<file path="src/rtl/reg_bus_initiator_if.sv">
`default_nettype none
// ============================================================================
//  Module      : reg_bus_initiator_if
//  Description : Command/response handshake and register-bus signals of the
//                SDMAC register-access initiator. The master modport is the
//                initiator's view; the slave modport is the view of whoever
//                issues commands and plays the responder.
//  Revision    : 1.0 - initial release
// ============================================================================
interface reg_bus_initiator_if;
    // Command port
    logic        cmd_valid;
    logic        cmd_ready;
    logic        cmd_rw;
    logic [7:0]  cmd_addr;
    logic [31:0] cmd_data;
    // Response port
    logic        rsp_valid;
    logic [31:0] rsp_data;
    logic        rsp_err;
    logic        busy;
    // Register bus
    logic [7:0]  addr;
    logic        dmac_n;
    logic        as_n;
    logic        rw;
    logic [31:0] mod;
    logic [31:0] reg_od;
    logic        reg_dsk_n;

    modport master (
        input  cmd_valid, cmd_rw, cmd_addr, cmd_data, reg_od, reg_dsk_n,
        output cmd_ready, rsp_valid, rsp_data, rsp_err, busy,
               addr, dmac_n, as_n, rw, mod
    );

    modport slave (
        output cmd_valid, cmd_rw, cmd_addr, cmd_data, reg_od, reg_dsk_n,
        input  cmd_ready, rsp_valid, rsp_data, rsp_err, busy,
               addr, dmac_n, as_n, rw, mod
    );
endinterface
`default_nettype wire

</file>
<file path="src/rtl/reg_bus_initiator.sv">
`default_nettype none
// ============================================================================
//  Module      : reg_bus_initiator
//  Description : Bus master for the SDMAC register protocol. Takes one
//                read/write command at a time, runs a DMAC_/AS_ register
//                cycle, waits for REG_DSK_ (or times out) and returns a
//                single-cycle response. All outputs are registered.
//  Revision    : 1.0 - initial release
// ============================================================================
module reg_bus_initiator #(
    parameter int TIMEOUT  = 64,   // max WAIT cycles before abort (>=2)
    parameter int RECOVERY = 1     // idle cycles between bus cycles (>=1)
) (
    input  logic                clk,
    input  logic                rst_n,
    reg_bus_initiator_if.master bus
);

    localparam int CW  = $clog2(TIMEOUT);
    localparam int RCW = (RECOVERY > 1) ? $clog2(RECOVERY) : 1;
    localparam logic [CW-1:0]  CNT_LAST = CW'(TIMEOUT - 1);
    localparam logic [RCW-1:0] REC_LAST = RCW'(RECOVERY - 1);

    typedef enum logic [1:0] {
        S_IDLE    = 2'd0,
        S_SETUP   = 2'd1,
        S_WAIT    = 2'd2,
        S_RECOVER = 2'd3
    } state_t;

    state_t         state,     state_d;
    logic [CW-1:0]  cnt,       cnt_d;
    logic [RCW-1:0] rcnt,      rcnt_d;
    logic           cmd_ready, cmd_ready_d;
    logic           rsp_valid, rsp_valid_d;
    logic [31:0]    rsp_data,  rsp_data_d;
    logic           rsp_err,   rsp_err_d;
    logic           busy,      busy_d;
    logic [7:0]     addr,      addr_d;
    logic           dmac_n,    dmac_n_d;
    logic           as_n,      as_n_d;
    logic           rw,        rw_d;
    logic [31:0]    mod,       mod_d;

    // Next-state and next-output logic; every register holds unless a state says otherwise
    always_comb begin
        state_d     = state;
        cnt_d       = cnt;
        rcnt_d      = rcnt;
        cmd_ready_d = cmd_ready;
        rsp_valid_d = 1'b0;          // response is a one-cycle pulse
        rsp_data_d  = rsp_data;
        rsp_err_d   = rsp_err;
        busy_d      = busy;
        addr_d      = addr;
        dmac_n_d    = dmac_n;
        as_n_d      = as_n;
        rw_d        = rw;
        mod_d       = mod;

        case (state)
            S_IDLE: begin
                if (bus.cmd_valid && cmd_ready) begin
                    addr_d      = bus.cmd_addr;
                    rw_d        = bus.cmd_rw;
                    mod_d       = bus.cmd_rw ? 32'h0 : bus.cmd_data;
                    dmac_n_d    = 1'b0;
                    cmd_ready_d = 1'b0;
                    busy_d      = 1'b1;
                    state_d     = S_SETUP;
                end
            end
            S_SETUP: begin
                // Chip select has settled for a cycle; now strobe the address
                as_n_d  = 1'b0;
                cnt_d   = '0;
                state_d = S_WAIT;
            end
            S_WAIT: begin
                if (!bus.reg_dsk_n) begin
                    rsp_valid_d = 1'b1;
                    rsp_err_d   = 1'b0;
                    rsp_data_d  = rw ? bus.reg_od : 32'h0;
                    as_n_d      = 1'b1;
                    dmac_n_d    = 1'b1;
                    rcnt_d      = '0;
                    state_d     = S_RECOVER;
                end else if (cnt == CNT_LAST) begin
                    rsp_valid_d = 1'b1;
                    rsp_err_d   = 1'b1;
                    rsp_data_d  = 32'h0;
                    as_n_d      = 1'b1;
                    dmac_n_d    = 1'b1;
                    rcnt_d      = '0;
                    state_d     = S_RECOVER;
                end else begin
                    cnt_d = cnt + 1'b1;
                end
            end
            S_RECOVER: begin
                // Strobes stay negated for RECOVERY cycles before the next accept
                if (rcnt == REC_LAST) begin
                    cmd_ready_d = 1'b1;
                    busy_d      = 1'b0;
                    state_d     = S_IDLE;
                end else begin
                    rcnt_d = rcnt + 1'b1;
                end
            end
            default: begin
                state_d = S_IDLE;
            end
        endcase
    end

    // State and output registers; reset aborts any cycle in flight without a response
    always_ff @(posedge clk or negedge rst_n) begin
        if (!rst_n) begin
            state     <= S_IDLE;
            cnt       <= '0;
            rcnt      <= '0;
            cmd_ready <= 1'b1;
            rsp_valid <= 1'b0;
            rsp_data  <= 32'h0;
            rsp_err   <= 1'b0;
            busy      <= 1'b0;
            addr      <= 8'h0;
            dmac_n    <= 1'b1;
            as_n      <= 1'b1;
            rw        <= 1'b1;
            mod       <= 32'h0;
        end else begin
            state     <= state_d;
            cnt       <= cnt_d;
            rcnt      <= rcnt_d;
            cmd_ready <= cmd_ready_d;
            rsp_valid <= rsp_valid_d;
            rsp_data  <= rsp_data_d;
            rsp_err   <= rsp_err_d;
            busy      <= busy_d;
            addr      <= addr_d;
            dmac_n    <= dmac_n_d;
            as_n      <= as_n_d;
            rw        <= rw_d;
            mod       <= mod_d;
        end
    end

    assign bus.cmd_ready = cmd_ready;
    assign bus.rsp_valid = rsp_valid;
    assign bus.rsp_data  = rsp_data;
    assign bus.rsp_err   = rsp_err;
    assign bus.busy      = busy;
    assign bus.addr      = addr;
    assign bus.dmac_n    = dmac_n;
    assign bus.as_n      = as_n;
    assign bus.rw        = rw;
    assign bus.mod       = mod;

endmodule
`default_nettype wire

</file>
<file path="src/flat_wrapper.sv">
// flat-port wrapper written by rule: the top's interface ports become plain ports
module reg_bus_initiator_flat 
#(
    parameter int TIMEOUT  = 64,                                        
    parameter int RECOVERY = 1                                            
)
  (clk, rst_n, bus_cmd_valid, bus_cmd_rw, bus_cmd_addr, bus_cmd_data, bus_reg_od, bus_reg_dsk_n, bus_cmd_ready, bus_rsp_valid, bus_rsp_data, bus_rsp_err, bus_busy, bus_addr, bus_dmac_n, bus_as_n, bus_rw, bus_mod);
  reg_bus_initiator_if bus_i ();
  input  logic clk;
  input  logic rst_n;
  input wire logic [$bits(bus_i.cmd_valid)-1:0] bus_cmd_valid;
  input wire logic [$bits(bus_i.cmd_rw)-1:0] bus_cmd_rw;
  input wire logic [$bits(bus_i.cmd_addr)-1:0] bus_cmd_addr;
  input wire logic [$bits(bus_i.cmd_data)-1:0] bus_cmd_data;
  input wire logic [$bits(bus_i.reg_od)-1:0] bus_reg_od;
  input wire logic [$bits(bus_i.reg_dsk_n)-1:0] bus_reg_dsk_n;
  output wire logic [$bits(bus_i.cmd_ready)-1:0] bus_cmd_ready;
  output wire logic [$bits(bus_i.rsp_valid)-1:0] bus_rsp_valid;
  output wire logic [$bits(bus_i.rsp_data)-1:0] bus_rsp_data;
  output wire logic [$bits(bus_i.rsp_err)-1:0] bus_rsp_err;
  output wire logic [$bits(bus_i.busy)-1:0] bus_busy;
  output wire logic [$bits(bus_i.addr)-1:0] bus_addr;
  output wire logic [$bits(bus_i.dmac_n)-1:0] bus_dmac_n;
  output wire logic [$bits(bus_i.as_n)-1:0] bus_as_n;
  output wire logic [$bits(bus_i.rw)-1:0] bus_rw;
  output wire logic [$bits(bus_i.mod)-1:0] bus_mod;
  assign bus_i.cmd_valid = bus_cmd_valid;
  assign bus_i.cmd_rw = bus_cmd_rw;
  assign bus_i.cmd_addr = bus_cmd_addr;
  assign bus_i.cmd_data = bus_cmd_data;
  assign bus_i.reg_od = bus_reg_od;
  assign bus_i.reg_dsk_n = bus_reg_dsk_n;
  assign bus_cmd_ready = bus_i.cmd_ready;
  assign bus_rsp_valid = bus_i.rsp_valid;
  assign bus_rsp_data = bus_i.rsp_data;
  assign bus_rsp_err = bus_i.rsp_err;
  assign bus_busy = bus_i.busy;
  assign bus_addr = bus_i.addr;
  assign bus_dmac_n = bus_i.dmac_n;
  assign bus_as_n = bus_i.as_n;
  assign bus_rw = bus_i.rw;
  assign bus_mod = bus_i.mod;
  reg_bus_initiator #(.TIMEOUT(TIMEOUT), .RECOVERY(RECOVERY)) u_core (.clk(clk), .rst_n(rst_n), .bus(bus_i));
endmodule
</file>
<file path="config.mk">
export PLATFORM = sky130hd
export DESIGN_NAME = reg_bus_initiator_flat
export DESIGN_NICKNAME = d
export VERILOG_FILES = /design/src/rtl/reg_bus_initiator_if.sv /design/src/rtl/reg_bus_initiator.sv /design/src/flat_wrapper.sv
export SDC_FILE = /design/constraint.sdc
export NUM_CORES = 1
export LEC_CHECK = 0
export ABC_CLOCK_PERIOD_IN_PS = 2400
export BUFFER_PORTS_ARGS = -buffer_cell sky130_fd_sc_hd__buf_2
export CAP_MARGIN = 20
export CORE_MARGIN = 2
export CORE_UTILIZATION = 45
export CTS_CLUSTER_SIZE = 10
export DETAILED_ROUTE_END_ITERATION = 8
export PLACE_DENSITY = 0.84
export SLEW_MARGIN = 20
export SYNTH_ARGS = -nofsm -noshare
export SYNTH_HDL_FRONTEND = slang
export SYNTH_SLANG_ARGS = --single-unit
export TNS_END_PERCENT = 5
</file>
<file path="constraint.sdc">
create_clock -name clk -period 2.4 [get_ports clk]
set_clock_uncertainty 0.05 [all_clocks]
set_input_delay 0.12 -clock clk [delete_from_list [all_inputs] [get_ports clk]]
set_output_delay 0.12 -clock clk [all_outputs]
set_load 0.01 [all_outputs]
</file>
==> flow_summary.ini, run 1 <==
[pwr]
finalPower_mw = 2.828
power.density_nw_per_um2 = 530.5
ir_worst_vdd_mv = 0.3278
leakagePower_nw = 2.840

[placement]
dp_slack_ns = 0.4780
port_buffers = 155
dp.cells = 544
place_area_sq_um = 4395
dpl.hpwl_mm = 5.925
place.gp.congestion = 0.8176

[sta]
period_needed_ns = 1.970
slew_viol_final = 0
fin_setup_tns_ns = 0
setup_viol = 0
maxSlewHeadroom_pct = 66.17
tightest_slew_ns = 0.5075
fin_ws_ns = 0.4302
grt_setup_unrepaired = false
final_hold_viol_count = 0
hold_slack_ns = 0.005503
max_clock_freq_mhz = 507.7
finalCritPeriodShare_pct = 82.08

[floorplanning]
die_area_sq_um = 8600
core_area_sq_um = 7687
die-width_um = 92.74
die_h_um = 92.74
ioPinCount = 156
rows = 32
start_util_pct = 46.09

[clock_network]
cts_tree = built
cts_made_buffers = 9
root_buffer = clkbuf_8
ctsResizeCount = 0
clk_pin_slew_ns = 0.08
cts_buffer_depth = 2
cts_sinks = 87
cts_hold_buffers = 71
clock_latency_ns = 0.34
h-tree-depth = 3
cts_setup_buffers = 0

[grt]
grt_overflow = 0
antenna_found_initial = 0
grt_use_total_pct = 22.19
grt_pass1_wl_mm = 15.15
grt_max_degree = 70
grt_pass1_vias = 3279

[worst_setup_path]
r2r_cells = 6
endpoint_kind = flip-flop
reg2reg_setup_slack_ns = 0.43
r2r_end = u_core.state[1]
path_max_fanout = 12
cp.arrival_ns = 2.14
crit_type = reg2reg
worstPathRequired_ns = 2.57
r2r-start = u_core.state[0]
crit_path_start_kind = flip-flop

[worst_hold_path]
worstHoldStart = bus_cmd_data[13]
min_to = u_core.bus.mod[13]
worstHoldPathCells = 3
hold_class = in2reg

[route]
ant_nets = 0
via_per_inst = 5.025
via_count = 3171
wl_per_cell_um = 15.40
drtIter0Drc = 144
drt_wl_total_mm = 9.715
drcViolationCount = 0
firstDrtPassIters = 4

[final_layout]
fin_area_sq_um = 5330
n_antenna_cell = 0
nNetsFinal = 607
stdcell_count = 631
drive_gt1_share_pct = 36.48
final_util_pct = 69.34
fillCellCount = 575
areaGrowthSynthToFinish_pct = 50.42

[yosys]
ys_types = 32
synth-seq-area-share_pct = 61.58
synth_common_cells = dfrtp_1 (83), nand2_1 (40), o21ai_0 (36), a22o_1 (33), nand2b_1 (32)
synth.most_common_cell = dfrtp_1
synth-seq-cells = 87
synth_area_leaders = dfrtp_1 (59%), a22o_1 (8.2%), nand2b_1 (5.6%)
yosysTopAreaCellShare_pct = 58.62
synth_edf_count = 0
netlist_area_sq_um = 3543
ys.flop_type = dfrtp_1
synthArstFlopShare_pct = 100.0
synth_nets = 387
avgSynthCellArea_sq_um = 11.66
synth.largest_area_cell = dfrtp_1
syn_inst = 304
yosysWarnings = 0

[status]
status = finished clean

[job]
cap_violations = 0
[cell usage in the layout (no fill, tap or decap), drive strengths merged, types with 2 or more instances in the layout]
master       instances
buf                159
dfrtp               83
dlygate4sd3         71
nand2               41
o21ai               36
a22o                33
nand2b              32
mux2                10
inv                 10
clkbuf               9
a21oi                8
ha                   6
a31oi                5
dfstp                4
and3                 3
nor2                 2
nor2b                2
nor3                 2
bufinv               2
nand3                2
[power by group]
part / internal, mW / leakage [nW] / switching (mW)
combinational: 0.138 / 1.53 / 0.0831
clock: 0.600 / 0.115 / 0.542
sequential: 1.46 / 1.19 / 0
[layer usage]
metal  track usage (%)  part of all wire [%]
met1             25.56                    39
met2             42.40                    55
met3             2.522                   3.9
met4             7.721                   2.3
met5                 0                     0
[layout make-up]
cell class | count | area, sq um | area share (%)
clock buffers | 9 | 123.9 | 2.324
clock inverters | 7 | 100.1 | 1.878
inverters | 6 | 22.52 | 0.4225
multi-input cells | 190 | 1230 | 23.08
flip-flops and latches | 87 | 2182 | 40.94
well taps | 102 | 127.6 | 2.394
repair buffers | 230 | 1544 | 28.97
[worst max-delay path by stage]
| stage | slack [ns] | endpoint | start | depth (start not counted) |
|---|---|---|---|---|
| finish | 0.43 | u_core.state[1] | u_core.state[0] | 6 |
| CTS | 0.45 | u_core.state[1] | u_core.state[0] | 6 |
| detailed placement | 0.48 | u_core.state[1] | u_core.state[0] | 6 |
| global placement | 0.59 | u_core.state[1] | u_core.state[0] | 6 |
| floorplan | 0.75 | u_core.bus.addr[2] | u_core.state[0] | 6 |
| global route | 0.34 | u_core.state[1] | u_core.state[0] | 6 |
[flip-flops by register name (all words and copies together), names as in the netlist]
signal and flops:
u_core.bus.rw 1, u_core.bus.as_n 1, u_core.bus.busy 1, u_core.state 2
u_core.bus.mod 32, u_core.bus.rsp_valid 1, u_core.bus.addr 8, u_core.cnt 6
u_core.bus.rsp_data 32, u_core.bus.cmd_ready 1, u_core.bus.rsp_err 1, u_core.bus.dmac_n 1
[critical path, stage by stage, from the launching register on]
cell and delay [ns]:
dfrtp_1 0.42, inv_1 0.12, ha_1 0.44, nand2_1 0.18, a21oi_2 0.22, nor2_1 0.10, mux2_1 0.31
[cell families after synthesis]
kind of cell | Yosys count | share of synthesized area, %
flip-flops | 87 | 61.58
buffers and inverters | 27 | 3.849
adder cells (fa/ha/maj) | 6 | 2.119
AO/OA/AOI/OAI | 89 | 17.23
AND/OR/NAND/NOR | 85 | 12.04
multiplexers | 10 | 3.178
Note: power is estimated with default switching activity, not from simulation.
==> run 2, diff against run 1 <==
--- a/config.mk
+++ b/config.mk
@@ -5,14 +5,15 @@
 export SDC_FILE = /design/constraint.sdc
 export NUM_CORES = 1
 export LEC_CHECK = 0
-export ABC_CLOCK_PERIOD_IN_PS = 2400
+export ABC_AREA = 1
+export ABC_CLOCK_PERIOD_IN_PS = 1800
 export BUFFER_PORTS_ARGS = -buffer_cell sky130_fd_sc_hd__buf_2
 export CAP_MARGIN = 20
 export CORE_MARGIN = 2
-export CORE_UTILIZATION = 45
+export CORE_UTILIZATION = 42
 export CTS_CLUSTER_SIZE = 10
 export DETAILED_ROUTE_END_ITERATION = 8
-export PLACE_DENSITY = 0.84
+export PLACE_DENSITY = 0.82
 export SLEW_MARGIN = 20
 export SYNTH_ARGS = -nofsm -noshare
 export SYNTH_HDL_FRONTEND = slang
==> constraint.sdc (replaced) <==
create_clock -name clk -period 1.8 [get_ports clk]
set_clock_uncertainty 0.05 [all_clocks]
set_input_delay 0.09 -clock clk [delete_from_list [all_inputs] [get_ports clk]]
set_output_delay 0.09 -clock clk [all_outputs]
set_load 0.01 [all_outputs]
==> run 2 against run 1 <==
  * Final cell count increased by 7.3%
  * Synthesized area decreased by 0.42%
  * Worst setup slack worse by 0.32 ns
  * Via count grew 6.9%
  * Wire length increased by 8.5%
  * Register-to-register slack lost 0.32 ns
  * Sequential share of layout area decreased by 0.51 points
  * Clock power rose by 21%
  * Combinational power rose to 14 times the previous value
  * Critical endpoint is now bus_rw
==> flow_summary.ini, run 2 <==
[floorplanning]
core_area_sq_um = 8175
ioPinCount = 156
die-width_um = 95.66
rows = 33
die_h_um = 95.66
start_util_pct = 43.16
die_area_sq_um = 9150

[grt]
grt_max_degree = 35
grt.met1_usage_pct = 27.73
grt_overflow = 0
antenna_found_initial = 0
grt_use_total_pct = 23.59
grt_busiest_layer = met2
grt_pass1_vias = 3474
grt_use_met3_pct = 6.245
met2_usage_pct = 40.15
grt_pass1_wl_mm = 16.41

[sta]
setup_viol = 0
finalCritPeriodShare_pct = 94.00
tightest_slew_ns = 0.6347
fin_setup_tns_ns = 0
slew_viol_final = 0
period_needed_ns = 1.692
grt_setup_unrepaired = false
max_clock_freq_mhz = 591.0
maxSlewHeadroom_pct = 57.69
final_hold_viol_count = 0

[route]
ant_nets = 0
drt_wl_total_mm = 10.54
via_count = 3390
firstDrtPassIters = 4
drcViolationCount = 0
wl_per_cell_um = 15.57
drtIter0Drc = 188
via_per_inst = 5.007

[yosys]
netlist_area_sq_um = 3528
yosysWarnings = 0
ys.flop_type = dfrtp_1
synthArstFlopShare_pct = 100.0
avgSynthCellArea_sq_um = 10.44
synth_area_leaders = dfrtp_1 (59%), nand2_1 (12%), a22o_1 (7.9%)
yosysTopAreaCellShare_pct = 58.87
synth-seq-cells = 87
syn_inst = 338
synth.largest_area_cell = dfrtp_1
synth-seq-area-share_pct = 61.84
synth.most_common_cell = nand2_1
synth_edf_count = 0
ys_types = 28
synth_nets = 421
synth_common_cells = nand2_1 (112), dfrtp_1 (83), nand3_1 (36), a22o_1 (32), inv_1 (11)

[placement]
dpl.hpwl_mm = 6.116
place_area_sq_um = 4453
port_buffers = 155
place.gp.congestion = 0.8747

[worst_setup_path]
critPathBufInv = 1
r2r_cells = 6
endpoint_kind = output pin
worstPathRequired_ns = 1.66
reg2reg_setup_slack_ns = 0.11
slowest_delay_ns = 0.95
crit_type = reg2out
r2r_end = u_core.bus.dmac_n
r2r-start = u_core.state[0]
cp.depth = 1
cp.arrival_ns = 1.55
crit_family = flip-flops
crit_path_start_kind = flip-flop
startpoint = u_core.bus.rw
cp_cell_sequence = buf_2
path_max_fanout = 34
cp_slowest_cell = dfstp_2
endpoint = bus_rw

[pwr]
leakagePower_nw = 2.920
ir_worst_vdd_mv = 0.8386
power.density_nw_per_um2 = 1423

[clock_network]
clock_latency_ns = 0.34
cts_made_buffers = 9
root_buffer = clkbuf_8
cts_setup_buffers = 0
clk_pin_slew_ns = 0.09
cts_tree = built
cts_buffer_depth = 2
cts_sinks = 87
h-tree-depth = 3

[job]
cap_violations = 0

[final_layout]
fin_area_sq_um = 5398
n_antenna_cell = 0
final_cell_mix = buf_2 (154), nand2_1 (112), dfrtp_1 (83), dlygate4sd3_1 (74), nand3_1 (36)
final_common_cell = buf_2
nNetsFinal = 650
top_regs = u_core.bus.mod (32), u_core.bus.rsp_data (32), u_core.bus.addr (8)
areaGrowthSynthToFinish_pct = 52.98
drive_gt1_share_pct = 34.79

[worst_hold_path]
hold_class = in2reg

[status]
status = finished clean
[run 2: cell types whose count changed after synthesis, moves of 6 or more]
cell and change:
nand2_1 +72, nand3_1 +34, o21ai_0 -30, mux2_2 -9, nand2b_1 -32, inv_1 +6
[run 2: how the worst min path moves through the flow]
| stage | from | to | depth (start not counted) |
|---|---|---|---|
| floorplan | rst_n | u_core.bus.addr[0] | 0 |
| global placement | rst_n | u_core.bus.addr[3] | 1 |
| detailed placement | rst_n | u_core.bus.rsp_data[14] | 1 |
| CTS | bus_cmd_valid | u_core.bus.dmac_n | 3 |
| global route | bus_cmd_valid | u_core.bus.dmac_n | 3 |
| finish | bus_cmd_valid | u_core.bus.dmac_n | 3 |
[run 2: power breakdown]
| group | switching (mW) | internal (mW) | leakage [nW] |
|---|---|---|---|
| sequential | 0.560 | 2.74 | 1.11 |
| combinational | 1.68 | 1.32 | 1.71 |
| clock | 0.722 | 0.661 | 0.102 |
[run 2: cell families after synthesis]
kind of cell / Yosys count / synth area share (%)
flops: 87 / 61.84
compound gates: 51 / 11.67
buf+inv: 33 / 4.184
simple gates: 161 / 20.18
fa+ha+maj: 6 / 2.128
[run 2: through the flow]
step           util (%)  setup WS (ns)  std cells  hold slack, ns  power, mW
4_1_cts           66.02        0.08393        677         0.04841      7.657
3_5_place_dp      54.47         0.1517        587        -0.04915      6.136
3_3_place_gp      54.47         0.2298        587        -0.04690      6.010
5_1_grt           66.02       0.006202        677         0.06977      8.238
6_report          66.02         0.1080        677         0.08176      7.680
2_1_floorplan         -         0.2819        338         -0.2556      4.903
[run 2: per-layer routing]
layer | routed length [um] | part of all wire, %
met1 | 4149 | 39
met2 | 5352 | 51
met3 | 742 | 7.0
met4 | 299 | 2.8
met5 | 0 | 0
[run 2: what timing repair did]
item | in CTS | in global routing
gates resized for setup | 0 | 0
hold buffers | 74 | 0
endpoints found under the setup margin | 0 | 0
hold endpoints to repair | 158 | 0
[run 2: worst register-to-register path, delay by kind of cell (launching register included)]
| family | cells | cell delay (ns) |
|---|---|---|
| buffers and inverters | 2 | 0.39 |
| flip-flops | 1 | 0.42 |
| AO/OA/AOI/OAI | 2 | 0.30 |
| adder cells (fa/ha/maj) | 1 | 0.21 |
| AND/OR/NAND/NOR | 1 | 0.25 |
[run 2: area by class of cell]
cell class | instances | area, sq um
timing repair buffer | 237 | 1629
fill | 600 | 2778
clock inverter | 7 | 80.08
multi-input combinational | 218 | 1199
sequential | 87 | 2182
clock buffer | 9 | 123.9
tap | 105 | 131.4
inverter | 14 | 52.55
